File: config.mk
export PLATFORM = sky130hd
export DESIGN_NAME = pair_reader
export DESIGN_NICKNAME = d
export VERILOG_FILES = /design/src/rtl/pair_reader_pkg.sv /design/src/rtl/pair_addr_gen.sv /design/src/rtl/pair_reader.sv
export SDC_FILE = /design/constraint.sdc
export NUM_CORES = 1
export LEC_CHECK = 0
export ABC_AREA = 0
export CAP_MARGIN = 20
export CORE_ASPECT_RATIO = 1.1
export CORE_UTILIZATION = 41
export CTS_CLUSTER_DIAMETER = 100
export DETAILED_ROUTE_END_ITERATION = 8
export PLACE_DENSITY = 0.76
export REMOVE_ABC_BUFFERS = 1
export SETUP_SLACK_MARGIN = 0.3
export SLEW_MARGIN = 10
export SYNTH_ARGS = -nofsm -noshare
export SYNTH_HDL_FRONTEND = slang
export SYNTH_SLANG_ARGS = --single-unit
File: constraint.sdc
create_clock -name clk -period 1.7 [get_ports clk]
set_input_delay 0.255 -clock clk [delete_from_list [all_inputs] [get_ports clk]]
set_output_delay 0.255 -clock clk [all_outputs]
set_load 0.02 [all_outputs]
File: src/rtl/pair_reader_pkg.sv
// Shared types and default pair window for the pair reader and the writer-side address counter.
package pair_reader_pkg;
  localparam int PAIR_W        = 13;
  localparam int ADDR_W        = 14;
  localparam int DEF_BASE_PAIR = 640;
  localparam int DEF_END_PAIR  = 768;

  typedef enum logic [2:0] {IDLE, WAIT, CAPTURE, SEND_A, SEND_B, DONE} state_t;
endpackage

File: src/rtl/pair_addr_gen.sv
// Pair counter and even/odd word address formation for one sweep of the pair window.
module pair_addr_gen
  import pair_reader_pkg::*;
#(
  parameter int BASE_PAIR = DEF_BASE_PAIR,
  parameter int END_PAIR  = DEF_END_PAIR
) (
  input  logic              clk,
  input  logic              reset,
  input  logic              load,
  input  logic              inc,
  output logic              last,
  output logic [ADDR_W-1:0] addr_a,
  output logic [ADDR_W-1:0] addr_b
);
  localparam logic [PAIR_W-1:0] BASE_P = PAIR_W'(BASE_PAIR);
  localparam logic [PAIR_W-1:0] LAST_P = PAIR_W'(END_PAIR - 1);

  logic [PAIR_W-1:0] pair;

  always_ff @(posedge clk or negedge reset) begin
    if (!reset)    pair <= BASE_P;
    else if (load) pair <= BASE_P;
    else if (inc)  pair <= pair + 1'b1;
  end

  // Caller only increments when last is low, so the counter never wraps.
  assign last   = (pair == LAST_P);
  assign addr_a = {pair, 1'b0};
  assign addr_b = {pair, 1'b1};
endmodule

File: src/rtl/pair_reader.sv
// Sweeps a pair window out of a 1-cycle synchronous RAM and streams word(2p), word(2p+1) with valid/ready.
module pair_reader
  import pair_reader_pkg::*;
#(
  parameter int DATA_W    = 8,
  parameter int BASE_PAIR = DEF_BASE_PAIR,
  parameter int END_PAIR  = DEF_END_PAIR
) (
  input  logic              clk,
  input  logic              reset,
  input  logic              start,
  output logic [ADDR_W-1:0] addr_a,
  output logic [ADDR_W-1:0] addr_b,
  input  logic [DATA_W-1:0] rdata_a,
  input  logic [DATA_W-1:0] rdata_b,
  output logic [DATA_W-1:0] out_data,
  output logic              out_valid,
  input  logic              out_ready,
  output logic              busy,
  output logic              done
);
  generate
    if (!(BASE_PAIR >= 0 && BASE_PAIR < END_PAIR && END_PAIR <= 8192)) begin : g_bad_range
      $error("pair_reader: require 0 <= BASE_PAIR < END_PAIR <= 8192");
    end
  endgenerate

  state_t            state, state_n;
  logic              load, inc, last;
  logic              valid_n, busy_n, done_n;
  logic [DATA_W-1:0] word_a, word_b, wa_n, wb_n, data_n;

  pair_addr_gen #(.BASE_PAIR(BASE_PAIR), .END_PAIR(END_PAIR)) u_gen (
    .clk    (clk),
    .reset  (reset),
    .load   (load),
    .inc    (inc),
    .last   (last),
    .addr_a (addr_a),
    .addr_b (addr_b)
  );

  always_ff @(posedge clk or negedge reset) begin
    if (!reset) begin
      state     <= IDLE;
      out_valid <= 1'b0;
      out_data  <= '0;
      busy      <= 1'b0;
      done      <= 1'b0;
      word_a    <= '0;
      word_b    <= '0;
    end else begin
      state     <= state_n;
      out_valid <= valid_n;
      out_data  <= data_n;
      busy      <= busy_n;
      done      <= done_n;
      word_a    <= wa_n;
      word_b    <= wb_n;
    end
  end

  always_comb begin
    state_n = state;
    valid_n = out_valid;
    data_n  = out_data;
    busy_n  = busy;
    done_n  = 1'b0;
    wa_n    = word_a;
    wb_n    = word_b;
    load    = 1'b0;
    inc     = 1'b0;
    case (state)
      IDLE: if (start) begin
        load    = 1'b1;
        busy_n  = 1'b1;
        state_n = WAIT;
      end
      // RAM samples the stable address on the edge leaving WAIT.
      WAIT: state_n = CAPTURE;
      CAPTURE: begin
        wa_n    = rdata_a;
        wb_n    = rdata_b;
        data_n  = rdata_a;
        valid_n = 1'b1;
        state_n = SEND_A;
      end
      SEND_A: if (out_ready) begin
        data_n  = word_b;
        state_n = SEND_B;
      end
      SEND_B: if (out_ready) begin
        valid_n = 1'b0;
        if (last) begin
          done_n  = 1'b1;
          state_n = DONE;
        end else begin
          inc     = 1'b1;
          state_n = WAIT;
        end
      end
      DONE: begin
        load    = 1'b1;
        busy_n  = 1'b0;
        state_n = IDLE;
      end
      default: state_n = IDLE;
    endcase
  end
endmodule
* Word level (Yosys, flattened, before mapping) *
Index checks and enable logic that the tools add are counted.
Widths: inputs -> output; s select.

word-level totals
  output and inout port bits = 39
  bits in registers = 35
  word-level logic and storage cells = 47
  input bits = 20

cells by class
  reductions and logical operators = 9
  multiplexer cells = 21
  add/subtract/negate cells = 1
  equality and inequality tests = 9

operators with widths
  kind                   count
  $mux 13                2
  $pmux 8 s2             1
  $pmux 3 s5             1
  $add 13x1->13 const B  1
  $eq 13x10->1 const B   1
  $mux 3                 4
  $mux 1                 9
  $mux 8                 1
  $reduce_bool 2->1      4
  $eq 3x2->1 const B     2
  $eq 3x3->1 const B     2
  $ne 2x2->1 const B     3
  $pmux 1 s2             3
  $reduce_and 2->1       3
  $eq 3x1->1 const B     1
  $logic_not 3->1        1
  $reduce_and 3->1       1

* Logic depth before layout (Yosys ltp) *
Gate-level depths: netlist of the first run.

  depth in word-level cells = 6
  mapped depth = 6
  gate-level depth less buffers = 5

* Hierarchy *
A second synthesis of the first run with hierarchy kept.

unflattened totals
  cell total of the unflattened synthesis = 160
  area total of the unflattened synthesis = 1810.5 µm²

by module, submodules not included
  module         area each (µm²)  cells an instance  times used  sequential area each (µm²)
  pair_reader    997.2            76                 1           550.5
  pair_addr_gen  813.3            84                 1           327.8

* Least setup slack after synthesis of the first run *
Ideal clock, no wire load.

  path type = register to register
  start = register u_gen.pair[0]
  end = register u_gen.pair[5]
  library setup time = 0.078 ns
  data required time = 1.622 ns
  period minus slack after synthesis = 1.871 ns
  path slack = -0.171 ns
  buffers on the path = 1
  stages on the path, launching flop included = 7
  arrival time = 1.793 ns
  path through = dfrtp_1 ha_1 and4_2 and4bb_1 buf_6 or3_1 a21oi_1

on the way
  cells in the longest elaborated chain, start to end = 5
  elaborated cells between the ends (all ways) = 8
  those cells by class = add/sub (1); eq/ne (1); mux (5); reduce/logical (1)

RTL lines
  item                                                   line                 RTL
  start: declaration                                     pair_addr_gen.sv:19  logic [PAIR_W-1:0] pair;
  start signal: assignment                               pair_addr_gen.sv:24  else if (inc) pair <= pair + 1'b1;
  branches (longest 5 deep; another with $add 13x1->13)  -

Parallel ways; which one is timed is not known. The select of a mux whose other input is x is not followed.
A chain may end at the register's enable or synchronous reset.

* Final worst setup path of the first run *
  start = register u_gen.pair[9]
  end = register state[2]

on the way
  cells in the longest elaborated chain, start to end = 4

RTL lines
  item                    line                 RTL
  $eq 13x10->1            pair_addr_gen.sv:28  assign last = (pair == LAST_P);
  $mux 3                  pair_reader.sv:94    if (last) begin
  $mux 3                  pair_reader.sv:92    SEND_B: if (out_ready) begin
  $pmux 3 s5              pair_reader.sv:73    case (state)
  end signal: assignment  pair_reader.sv:53    state <= state_n;
  end: declaration        pair_reader.sv:28    state_t state, state_n;

Every way passes these cells. The select of a mux whose other input is x is not followed.

==> results of run 1 <==
==> power by group through the flow <==
stage | registers [W] | clock network (W) | logic [W]
final | 0.00125 | 0.000583 | 0.00179
after global routing | 0.00127 | 0.000626 | 0.00194
after CTS | 0.00123 | 0.000586 | 0.00152
after detailed placement | 0.00125 | 0 | 0.00145
after global placement | 0.00123 | 0 | 0.00142
after floorplan | 0.00143 | 0 | 0.000617
==> logic make-up (layout without fill, tap and decap cells) <==
| group | count (synthesis) | after routing | share of synthesized area [%] |
|---|---|---|---|
| mux | 19 | 19 | 11.1 |
| compound gates | 39 | 39 | 13.0 |
| flops | 35 | 35 | 48.5 |
| fa+ha+maj | 1 | 1 | 0.690 |
| simple gates | 55 | 55 | 18.1 |
| buf+inv | 22 | 108 | 8.29 |
| other cells | 2 | 2 | 0.415 |
==> per-layer routing <==
layer  wire length (um)  GRT usage [%]  vias to the layer above
met4                 83           7.97                        0
li1                   -              -                      789
met5                  0              0                        -
met2               2580           34.2                       38
met3                167           5.25                       10
met1               2060           26.1                      803
==> flip-flops by register name, indices dropped and copies added, names as in the netlist <==
register	count
done	1
u_gen.pair	13
word_b	8
out_valid	1
out_data	8
state	3
busy	1
==> repair_timing <==
action | in CTS | in global routing
setup buffers | 4 | 7
pin swaps | 10 | 9
resized for setup | 86 | 59
endpoints found under the setup margin | 60 | 56
hold endpoints to repair | 0 | 0
gates cloned | 1 | 0
==> stage by stage <==
stage | power [W] | worst slack (ns) | util [%] | hold slack, ns | setup TNS [ns]
after CTS | 0.00333 | -0.0143 | 63.1 | 0.388 | -0.0416
after global placement | 0.00265 | -0.0962 | 59.3 | 0.460 | -0.515
after detailed placement | 0.00270 | -0.141 | 59.3 | 0.469 | -0.830
after global routing | 0.00383 | -0.0951 | 66.0 | 0.412 | -0.594
after floorplan | 0.00205 | -0.259 | - | -0.0406 | -1.90
final | 0.00362 | -0.0448 | 66.0 | 0.371 | -0.162
==> cell usage in the layout, fill, tap and decap left out, types with 3 or more instances in the layout <==
cell type        count
a31oi_1              3
clkdlybuf4s15_1      9
mux2i_1             10
buf_6               12
nand2_1             16
o21ai_1              7
a21oi_1              5
nor2_1               3
buf_4               32
dlygate4sd2_1       11
nand4_1              3
or3_1                4
buf_2                4
dfrtp_1             32
clkbuf_2            11
o21ai_0             11
nand3_1              5
mux2_4               8
clkdlybuf4s50_1     19
clkbuf_8             5
nor2_4               4
==> worst reg2reg max path, stage by stage, from the launching register on <==
cell,delay (ns)
dfstp_2,0.53
or4b_4,0.48
nand4bb_4,0.27
a211oi_2,0.25
o21bai_1,0.15
==> cells in the mapped netlist (2+ instances only) <==
cell type,number
dfrtp_1,33
nand2_1,17
buf_4,15
o21ai_0,15
mux2i_1,11
mux2_2,8
nand3_1,7
a21oi_1,6
nor2_1,6
or3_1,4
a31oi_1,3
buf_2,3
nand2b_1,3
nand4_1,3
o21ai_1,3
a21o_1,2
and3_1,2
and4_2,2
and4bb_1,2
conb_1,2
dfstp_2,2
inv_1,2
nor2b_1,2
o311ai_1,2
o41ai_1,2
==> worst min path at each step <==
stage                start          end  depth (start not counted)
2_1_floorplan        reset         busy                          0
5_1_grt              reset  out_data[5]                          2
6_report             reset  out_data[5]                          2
4_1_cts              reset  out_data[5]                          2
3_3_place_gp     out_valid    out_valid                          1
3_5_place_dp   out_data[1]  out_data[1]                          2
==> final cells by class <==
class                           count  area [um^2]  share of cell area, %
Clock inverter                      1         5.00                  0.178
Inverter                            2         7.51                  0.267
Timing Repair Buffer               98          827                   29.4
Tap cell                           54         67.6                   2.41
Multi-Input combinational cell    116          946                   33.7
Clock buffer                        7         76.3                   2.72
Sequential cell                    35          880                   31.3
==> impl_metrics.py, run 1 <==
metrics = {
    "route": {
        "drt_wl_total_um": 4890,
        "dr.pass1.iters": 5,
        "dr_total_vias": 1640,
        "drc": 0,
        "routedWlPerCell_um": 15.6,
        "via_per_inst": 5.24,
        "ant_nets": 0,
        "drt_iter0_markers": 41,
    },
    "global_route": {
        "grt_usage_pct": 20.8,
        "grt_pass1_wl_um": 7280,
        "grt_max_degree": 36,
        "grt_pass1_vias": 1470,
        "grt_overflow_total": 0,
        "antenna_found_initial": 0,
    },
    "placed_design": {
        "hpwl_um": 3080,
        "gp_congestion": 0.833,
        "dpl_cell_area_um2": 2520,
        "io_buffers": 56,
        "dpl.cell_count": 293,
    },
    "logic_synthesis": {
        "synth_largest_area_cell": "dfrtp_1",
        "syn_avg_cell_area_um2": 10.5,
        "synth_top_area_share_pct": 45.6,
        "synth_ff_type": "dfrtp_1",
        "synth.distinct_cells": 41,
        "yosysWarnings": 0,
        "async_reset_ff_share_pct": 100,
        "syn_area_um2": 1810,
        "synth_edf_count": 0,
        "ys_ff_latch": 35,
        "ys_seq_area_share_pct": 48.5,
        "synthCells": 173,
        "ys_top_cells_by_area": "dfrtp_1, buf_4, mux2i_1",
    },
    "job": {
        "timing.max_cap.violations": 0,
    },
    "power": {
        "p_sw_share_pct": 36.5,
        "power.leakage_nw": 1.31,
        "seq_power_share_pct": 34.5,
        "pwr-share-clk_pct": 16.1,
        "combPwrFrac_pct": 49.4,
        "p_int_w": 0.00230,
        "irDropWorstVdd_mv": 1.18,
        "powerDensity_nw_per_um2": 1290,
        "power_switching_w": 0.00132,
    },
    "outcome": {
        "status": "finished with violations",
        "violations": "negative setup slack",
    },
    "clocking": {
        "clk_pin_slew_ns": 0.07,
        "cts.sinks": 35,
        "clockBufferDepth": 2,
        "cts_buffers": 5,
        "cts_hold_buf": 0,
        "cts-root-buf": "clkbuf_8",
        "clk_latency_ns": 0.30,
        "cts_tree": "yes",
        "cts_max_level": 2,
    },
    "sta": {
        "max_freq_mhz": 573,
        "finalSetupViolCount": 7,
        "maxSlewViolCount": 0,
        "min_period_ns": 1.74,
        "finalHoldViolCount": 0,
        "rsz0062_at_grt": "true",
        "setup_ws_ns": -0.0448,
        "finClkSkew_ns": 0.00864,
        "finalCritPeriodShare_pct": 103,
    },
    "cells_and_area": {
        "nFillCells": 346,
        "diodes": 0,
        "fin_area_um2": 2810,
        "fin_cells": 313,
        "layout-drive-gt1-share_pct": 39.0,
        "syn_to_final_growth_pct": 55.0,
        "nNetsFinal": 279,
    },
    "worst_setup_path": {
        "slowest_delay_ns": 0.53,
        "crit_fanout": 4,
        "endpoint": "state[2]",
        "r2r_slack_ns": -0.04,
        "crit_chain": "or4b_4 -> nand4bb_4 -> a211oi_2 -> o21bai_1",
        "crit_path_end_kind": "flop",
        "timing.critical_path.max_delay_family": "simple AND/OR/NAND/NOR gates",
        "cp-startpoint": "u_gen.pair[9]",
        "r2r_start": "u_gen.pair[9]",
        "path_buf_inv": 0,
        "path_class": "reg2reg",
        "cp-start-kind": "flop",
        "r2r-end": "state[2]",
        "worst_r2r_path_depth": 4,
        "crit_required_ns": 1.92,
        "crit_cells": 4,
        "cp_slowest_cell": "dfstp_2",
        "crit_arrival_ns": 1.96,
    },
    "floorplanning": {
        "dieWidth_um": 65.4,
        "ios": 59,
        "coreArea_um2": 4250,
        "die_h_um": 71.7,
        "num_rows": 25,
        "die-area_um2": 4690,
        "start_util_pct": 42.6,
    },
    "hold_path": {
        "hold_path_class": "in2async",
    },
}
Power figures use the tool's default switching activity.
==> inputs of run 2 (changes only) <==
--- a/config.mk
+++ b/config.mk
@@ -13,7 +13,7 @@
 export DETAILED_ROUTE_END_ITERATION = 8
 export PLACE_DENSITY = 0.76
 export REMOVE_ABC_BUFFERS = 1
-export SETUP_SLACK_MARGIN = 0.3
+export SETUP_SLACK_MARGIN = 0.05
 export SLEW_MARGIN = 10
 export SYNTH_ARGS = -nofsm -noshare
 export SYNTH_HDL_FRONTEND = slang
==> run 2 against run 1 <==
Against the previous run:
- the run still ends with negative setup slack left
- critical path depth grew 1
- clock power shrank 2%
- sequential share of layout area grew 1.4 points
- final cell count shrank 3.2%
- largest cell class is now registers
==> impl_metrics.py, run 2 (synthesis results as in run 1) <==
metrics = {
    "outcome": {
        "status": "finished with violations",
        "violations": "negative setup slack",
    },
    "route": {
        "via_per_inst": 5.15,
        "dr_total_vias": 1559,
        "routedWlPerCell_um": 14.3,
        "drt_wl_total_um": 4340,
        "dr.pass1.iters": 4,
        "drc": 0,
        "ant_nets": 0,
        "drt_iter0_markers": 54,
    },
    "cells_and_area": {
        "multi_input_area_um2": 815,
        "layout-drive-gt1-share_pct": 24.5,
        "ff_latch_area_um2": 878,
        "layout_commonest_cell": "dfrtp_1",
        "nFillCells": 363,
        "regMostFlops": "u_gen.pair",
        "diodes": 0,
        "syn_to_final_growth_pct": 48.0,
        "final_cell_mix": "dfrtp_1, clkdlybuf4s50_1, buf_4, nand2_1, o21ai_0",
        "reg_top3": "u_gen.pair: 13 flops, out_data: 8 flops, word_b: 8 flops",
        "largest_reg_flops": 13,
        "nNetsFinal": 269,
        "finish.utilization_pct": 63.0,
    },
    "global_route": {
        "antenna_found_initial": 0,
        "grt_pass1_vias": 1447,
        "grt_max_degree": 36,
        "grt_pass1_wl_um": 7000,
        "grt_usage_pct": 19.9,
        "grt_overflow_total": 0,
    },
    "power": {
        "power_w": 0.00326,
        "irDropWorstVdd_mv": 1.08,
        "p_sw_share_pct": 35.6,
        "pwr-share-clk_pct": 17.6,
        "powerDensity_nw_per_um2": 1220,
        "seq_power_share_pct": 37.9,
        "power_switching_w": 0.00116,
        "power.leakage_nw": 1.46,
        "combPwrFrac_pct": 44.5,
        "p_int_w": 0.00210,
    },
    "worst_setup_path": {
        "crit_arrival_ns": 1.92,
        "crit_required_ns": 1.89,
        "crit_path_end_kind": "flop",
        "crit_fanout": 9,
        "cp-start-kind": "flop",
        "path_class": "reg2reg",
    },
    "clocking": {
        "clk_pin_slew_ns": 0.07,
        "cts_tree": "yes",
        "cts-root-buf": "clkbuf_8",
        "cts_hold_buf": 0,
        "clockBufferDepth": 2,
        "cts_buffers": 5,
        "cts_max_level": 2,
        "cts.sinks": 35,
        "clk_latency_ns": 0.29,
    },
    "floorplanning": {
        "start_util_pct": 42.6,
        "coreArea_um2": 4250,
        "ios": 59,
        "dieWidth_um": 65.4,
        "die-area_um2": 4690,
        "num_rows": 25,
        "die_h_um": 71.7,
    },
    "placed_design": {
        "hpwl_um": 3080,
        "preCtsSetupSlack_ns": -0.141,
        "io_buffers": 56,
        "gp_congestion": 0.833,
    },
    "sta": {
        "hold_ws_ns": 0.370,
        "rsz0062_at_grt": "true",
        "finalHoldViolCount": 0,
        "tns_ns": -0.0969,
        "setup_ws_ns": -0.0262,
        "min_period_ns": 1.73,
        "finalSetupViolCount": 5,
        "max_freq_mhz": 579,
        "finalCritPeriodShare_pct": 102,
        "finClkSkew_ns": 0.00504,
        "maxSlewViolCount": 0,
    },
    "hold_path": {
        "hold_path_class": "in2async",
    },
    "job": {
        "timing.max_cap.violations": 0,
    },
}
-- run 2: critical path, cell delays in order (launching register included) --
cell      delay, ns
dfstp_2        0.52
or4b_4         0.48
and4bb_1       0.28
buf_6          0.14
o211ai_1       0.11
o31ai_1        0.09
-- run 2: timing repair --
item                                    CTS  global route
cloned                                    0             0
pin swaps                                 5             1
endpoints found under the setup margin   21            25
setup buffers                             1             1
gates resized for setup                  17            19
-- run 2: area by class of cell --
type / instances / area share (%)
flip-flops and latches: 35 / 32.8
well taps: 54 / 2.52
inverters: 2 / 0.280
multi-input cells: 116 / 30.4
repair buffers: 88 / 31.0
clock inverters: 1 / 0.187
clock buffers: 7 / 2.85
-- run 2: final timing paths --
| path | from | end | slack, ns | cells after the start |
|---|---|---|---|---|
| worst max-delay path | u_gen.pair[9] | u_gen.pair[2] | -0.03 | 5 |
| worst min-delay path | reset | out_data[5] | 0.37 | 2 |
| worst max register to register | u_gen.pair[9] | u_gen.pair[2] | -0.03 | 5 |
| worst min register to register | out_data[1] | out_data[1] | 0.48 | 2 |
| max in group asynchronous | reset | u_gen.pair[9] | 0.98 | 2 |
| min in group clk | out_data[1] | out_data[1] | 0.48 | 2 |
-- run 2: stage by stage --
step / std cells / instance area (um^2)
final: 303 / 2680
after global routing: 303 / 2680
after CTS: 302 / 2630
after detailed placement: 293 / 2520
after global placement: 293 / 2520
after floorplan: 153 / 1670
-- run 2: per-layer routing --
| layer | track usage, % | share of wire (%) | up-vias |
|---|---|---|---|
| met5 | 0 | 0 | - |
| met4 | 7.25 | 1.5 | 0 |
| li1 | - | - | 762 |
| met3 | 5.25 | 4.1 | 8 |
| met2 | 32.0 | 53 | 37 |
| met1 | 25.6 | 42 | 752 |
-- run 2: power by group through the flow --
stage / registers [W] / logic (W) / clock network [W]
detailed placement: 0.00125 / 0.00145 / 0
floorplan: 0.00143 / 0.000617 / 0
CTS: 0.00124 / 0.00145 / 0.000586
finish: 0.00124 / 0.00145 / 0.000574
global placement: 0.00123 / 0.00142 / 0
global route: 0.00126 / 0.00160 / 0.000630
==> inputs of run 3 (changes only) <==
--- a/config.mk
+++ b/config.mk
@@ -9,7 +9,7 @@
 export CAP_MARGIN = 20
 export CORE_ASPECT_RATIO = 1.1
 export CORE_UTILIZATION = 41
-export CTS_CLUSTER_DIAMETER = 100
+export CTS_CLUSTER_DIAMETER = 30
 export DETAILED_ROUTE_END_ITERATION = 8
 export PLACE_DENSITY = 0.76
 export REMOVE_ABC_BUFFERS = 1
==> results of run 3 <==
Final layout, timing and power as in run 2 (identical DEF).
